### src/rtl/sq_wave_sequencer.sv
// Steps a square-wave generator through a table of (m,n) entries,
// holding each for a set number of periods counted on wave_in rises.
// Ports: clk/rst (async, active low); wr_* table write; last_idx, loop,
// start, stop control; wave_in feedback; m/n, cur_idx, busy, done, err out.
module sq_wave_sequencer #(
  parameter int M     = 4,
  parameter int N     = 4,
  parameter int DEPTH = 8,
  parameter int CW    = 8,
  parameter int AW    = $clog2(DEPTH)
) (
  input  logic          clk,
  input  logic          rst,
  input  logic          wr_en,
  input  logic [AW-1:0] wr_addr,
  input  logic [M-1:0]  wr_m,
  input  logic [N-1:0]  wr_n,
  input  logic [CW-1:0] wr_reps,
  input  logic [AW-1:0] last_idx,
  input  logic          loop,
  input  logic          start,
  input  logic          stop,
  input  logic          wave_in,
  output logic [M-1:0]  m,
  output logic [N-1:0]  n,
  output logic [AW-1:0] cur_idx,
  output logic          busy,
  output logic          done,
  output logic          err
);

  typedef enum logic [1:0] {
    IDLE = 2'd0,
    LOAD = 2'd1,
    RUN  = 2'd2
  } state_t;

  state_t        state;
  logic [M-1:0]  tm [DEPTH];
  logic [N-1:0]  tn [DEPTH];
  logic [CW-1:0] tr [DEPTH];

  logic          wave_q;
  logic          first;
  logic          played;
  logic          loop_q;
  logic [AW-1:0] last_q;
  logic [CW-1:0] cnt;
  logic [CW-1:0] reps_q;

  always_ff @(posedge clk) begin
    if (wr_en && (32'(wr_addr) < DEPTH)) begin
      tm[wr_addr] <= wr_m;
      tn[wr_addr] <= wr_n;
      tr[wr_addr] <= wr_reps;
    end
  end

  logic [M-1:0]  e_m;
  logic [N-1:0]  e_n;
  logic [CW-1:0] e_r;
  logic          rise;
  logic          skip;
  logic [CW-1:0] cnt_inc;
  logic [AW-1:0] last_cl;
  logic          adv;
  logic [AW-1:0] adv_idx;
  state_t        adv_st;
  logic          adv_done;
  logic          adv_err;
  logic          adv_clrp;

  always_comb begin
    e_m     = tm[cur_idx];
    e_n     = tn[cur_idx];
    e_r     = tr[cur_idx];
    rise    = wave_in & ~wave_q;
    skip    = (e_r == '0) || (e_m == '0) || (e_n == '0);
    cnt_inc = (cnt == '1) ? cnt : cnt + 1'b1;
    last_cl = (32'(last_idx) > DEPTH - 1) ? AW'(DEPTH - 1) : last_idx;
    adv     = ((state == LOAD) && skip) ||
              ((state == RUN) && rise && !first &&
               (cnt_inc == reps_q));
  end

  // Where to go once the current entry is finished or skipped.
  always_comb begin
    adv_idx  = cur_idx;
    adv_st   = LOAD;
    adv_done = 1'b0;
    adv_err  = 1'b0;
    adv_clrp = 1'b0;
    if (cur_idx != last_q) begin
      adv_idx = cur_idx + 1'b1;
    end else if (loop_q) begin
      if (!played) begin
        // whole pass had nothing playable: give up
        adv_st  = IDLE;
        adv_err = 1'b1;
      end else begin
        adv_idx  = '0;
        adv_clrp = 1'b1;
      end
    end else begin
      adv_st   = IDLE;
      adv_done = 1'b1;
    end
  end

  always_ff @(posedge clk or negedge rst) begin
    if (!rst) begin
      state   <= IDLE;
      m       <= '0;
      n       <= '0;
      cur_idx <= '0;
      busy    <= 1'b0;
      done    <= 1'b0;
      err     <= 1'b0;
      wave_q  <= 1'b0;
      first   <= 1'b0;
      played  <= 1'b0;
      loop_q  <= 1'b0;
      last_q  <= '0;
      cnt     <= '0;
      reps_q  <= '0;
    end else begin
      wave_q <= wave_in;
      done   <= 1'b0;
      if (stop && (state != IDLE)) begin
        state <= IDLE;
        busy  <= 1'b0;
        m     <= '0;
        n     <= '0;
      end else begin
        unique case (state)
          IDLE: begin
            m <= '0;
            n <= '0;
            if (start && !stop) begin
              state   <= LOAD;
              busy    <= 1'b1;
              cur_idx <= '0;
              last_q  <= last_cl;
              loop_q  <= loop;
              err     <= 1'b0;
              first   <= 1'b1;
              played  <= 1'b0;
            end
          end
          LOAD: begin
            if (!skip) begin
              m      <= e_m;
              n      <= e_n;
              reps_q <= e_r;
              cnt    <= '0;
              played <= 1'b1;
              state  <= RUN;
            end else if (e_r != '0) begin
              err <= 1'b1;
            end
          end
          RUN: begin
            if (rise) begin
              // first rise after start only aligns to the wave
              if (first) first <= 1'b0;
              else       cnt   <= cnt_inc;
            end
          end
          default: state <= IDLE;
        endcase
        if (adv) begin
          state   <= adv_st;
          cur_idx <= adv_idx;
          if (adv_st == IDLE) begin
            busy <= 1'b0;
            m    <= '0;
            n    <= '0;
          end
          if (adv_done) done   <= 1'b1;
          if (adv_err)  err    <= 1'b1;
          if (adv_clrp) played <= 1'b0;
        end
      end
    end
  end

endmodule
### config.mk
export PLATFORM = sky130hd
export DESIGN_NAME = sq_wave_sequencer
export DESIGN_NICKNAME = d
export VERILOG_FILES = /design/src/rtl/sq_wave_sequencer.sv
export SDC_FILE = /design/constraint.sdc
export NUM_CORES = 1
export LEC_CHECK = 0
export CELL_PAD_IN_SITES_DETAIL_PLACEMENT = 0
export CELL_PAD_IN_SITES_GLOBAL_PLACEMENT = 1
export CORE_MARGIN = 5
export CORE_UTILIZATION = 51
export CTS_CLUSTER_DIAMETER = 50
export DETAILED_ROUTE_END_ITERATION = 8
export MAX_ROUTING_LAYER = met4
export PLACE_DENSITY_LB_ADDON = 0.1
export SYNTH_ARGS = -nofsm -noshare
export SYNTH_HDL_FRONTEND = slang
export SYNTH_SLANG_ARGS = --single-unit
### constraint.sdc
create_clock -name clk -period 4.96 [get_ports clk]
set_input_delay 0.744 -clock clk [delete_from_list [all_inputs] [get_ports clk]]
set_output_delay 0.744 -clock clk [all_outputs]
set_load 0.05 [all_outputs]
==> results.yml <==
outcome:
  status: "completed"
synth:
  netlist_area_sq_um: 7300
  ys_seq_area_frac: 0.660
  ys_warn_count: 0
  synth_nets: 488
  syn_area_per_cell_sq_um: 16.0
  synth_edf_count: 128
  synth_cell_types: 58
  netlist_instances: 457
  synth_ff_type: "edfxtp_1"
  synth-seq-cells: 167
  async_flop_share: 0.234
run:
  drv_cap: 0
critical_path:
  end_kind: "flop"
  worst_r2r_path_depth: 7
  critPathKind: "flop to flop"
  rrSetupSlack_ps: 1160
  cp.required_ps: 5230
  path_max_fanout: 22
  startpoint_type: "flop"
  rr_endpoint: "cur_idx[0]"
  r2r-start: "cur_idx[0]"
  arrival_ps: 4070
place:
  place_area_sq_um: 7880
  dp_hpwl_microns: 9350
  port_buffers: 42
  globalplace.congestion: 0.821
  dpl.cell_count: 662
timing:
  setup_viol: 0
  fin_skew_ps: 10.6
  relSlewSlack: 0.286
  finalSetupTns_ps: 0
  period_share: 0.767
  drv_slew: 0
  fmax_mhz: 263
  min_period_ps: 3800
  max_slew.worst_pin.slew_ps: 1060
  hold_viol: 0
  rsz0062_at_grt: "no"
cts:
  cts.sinks: 167
  cts-resized-gates: 0
  htree_num_levels: 4
  path_clk_slew_ps: 60
  postCtsHoldBufs: 0
  root_buffer: "clkbuf_16"
  clk_latency_ps: 420
  cts_tree: "built"
  clock_path_buffers: 2
  tritoncts.num_buffers: 17
  post-cts-setup-buffers: 0
drt:
  ant_nets: 0
  via_count: 4152
  wire_per_inst_microns: 20.9
  drtIter0Drc: 380
  post-route-drc-count: 0
  first_pass_iters: 5
  viasPerCell: 5.98
  routed_wl_microns: 14500
finish:
  final_cells: 694
  fin_area_sq_um: 8500
  drive_gt1_frac: 0.142
  final_nets: 532
  area_growth_pct: 16.4
  n_antenna_cell: 0
  nFillCells: 1035
floorplanning:
  die-area_sq_um: 16800
  die_h_microns: 130
  initial_core_util: 0.522
  die_x_microns: 130
  rows: 43
  ioPinCount: 43
  core_sq_um: 14000
grt:
  grt_pass1_wl_microns: 23200
  grt_max_degree: 40
  grt_pass1_vias: 4249
  overflow: 0
  grtUsageTotal: 0.191
  antenna_found_initial: 0
power_and_ir_drop:
  peakVddDrop_mv: 0.262
  total_power_uw: 4090
  p_leak_uw: 0.00295
  p_int_uw: 2930
  power.share.combinational: 0.222
  p_sw_frac: 0.283
  p_seq_frac: 0.441
  p_switching_uw: 1160
  clockPowerShare: 0.338
  power_density_nw_per_um2: 480
hold_path:
  hp-class: "primary input to asynchronous set/reset pin"
[area by class of cell]
type / count / area [sq um] / area share
Sequential cell: 167 / 4820 / 0.567
Multi-Input combinational cell: 254 / 2320 / 0.273
Timing Repair Buffer: 50 / 475 / 0.0559
Clock buffer: 19 / 433 / 0.0509
Tap cell: 180 / 225 / 0.0265
Clock inverter: 13 / 190 / 0.0224
Inverter: 11 / 41.3 / 0.00486
[power by group through the flow]
stage                     clock (uW)  sequential, uW  combinational [uW]
after global placement             0            1820                 895
final                           1380            1800                 906
after floorplan                    0            1830                 678
after global routing            1470            1820                 985
after detailed placement           0            1830                 908
after CTS                       1410            1800                 913
[critical path, stage by stage (launching register included)]
cell and delay [ps]:
dfrtp_2 780, mux4_1 640, mux2_2 290, or4_1 560, nor2_1 500, o21ai_0 300
a31oi_1 380, o32ai_1 180
[layout by cell type (no fill, tap or decap), types with 2 or more instances in the layout]
cell type	count
nand4_1	4
xnor2_1	7
ha_1	2
bufinv_16	4
nor3_1	4
a31oi_1	3
nor2b_1	3
and3_1	4
inv_6	4
mux2i_1	6
clkbuf_1	2
a21oi_1	18
nand2b_1	10
or4_1	3
a41oi_1	4
inv_1	10
o221ai_1	2
o21ai_0	21
and4_1	4
a21boi_0	5
nor2_1	24
mux4_1	24
nor4_1	6
clkinv_1	2
dfrtp_1	38
nor4b_1	2
a22o_1	4
nor3_4	2
mux2_2	20
edfxtp_1	128
nand3_1	10
clkdlybuf4s50_1	41
mux4_2	8
buf_4	8
a211oi_1	8
nand2_1	21
clkbuf_16	17
[worst max path at each step]
stage / from / end / slack [ps]
floorplan: cur_idx[2] / cnt[1] / 1110
global placement: cur_idx[0] / busy / 1300
detailed placement: cur_idx[0] / cur_idx[0] / 1190
CTS: cur_idx[0] / cur_idx[0] / 1160
global route: cur_idx[0] / busy / 900
finish: cur_idx[0] / cur_idx[0] / 1160
[synth_stat cells, drive strengths merged, types with 5 or more instances]
cell type / count / area share
nor2: 24 / 0.012
mux2i: 6 / 0.0082
nand2: 21 / 0.011
a21boi: 5 / 0.0051
xnor2: 7 / 0.0084
a21oi: 19 / 0.014
inv: 11 / 0.0057
edfxtp: 128 / 0.53
dfrtp: 39 / 0.13
nor4: 7 / 0.0060
buf: 6 / 0.011
mux4: 32 / 0.11
a211oi: 8 / 0.0082
nand3: 10 / 0.0069
nand2b: 10 / 0.0086
o21ai: 22 / 0.015
mux2: 20 / 0.031
nor3: 6 / 0.0041
clkbuf: 19 / 0.0098
[metrics by stage]
step / hold slack [ps] / util / setup slack, ps
final: 444 / 0.608 / 1160
after detailed placement: 508 / 0.563 / 1190
after global placement: 500 / 0.563 / 1300
after CTS: 476 / 0.608 / 1160
after global routing: 529 / 0.608 / 898
after floorplan: 445 / - / 1110
[state kept, by name, summed over array words and instances, names as in the netlist]
name	count
tm	32
last_q	3
tn	32
cur_idx	3
wave_q	1
cnt	8
played	1
tr	64
m	4
state	2
reps_q	8
loop_q	1
err	1
n	4
first	1
busy	1
done	1
[routing by layer]
layer / vias to the layer above / wire [microns] / GRT usage
li1: 1930 / - / -
met1: 2099 / 6450 / 0.256
met2: 112 / 7170 / 0.296
met3: 11 / 765 / 0.0412
met4: 0 / 140 / 0.0581
met5: - / 0 / -
[cells by family (layout without fill, tap and decap cells)]
family,after synthesis,in the layout,synth area share
compound gates,80,80,0.0732
xor+xnor,8,8,0.00959
fa+ha+maj,2,2,0.00343
buf+inv,36,93,0.0266
flops,167,167,0.660
mux,58,58,0.150
simple gates,106,106,0.0773
Power figures use the tool's default switching activity.
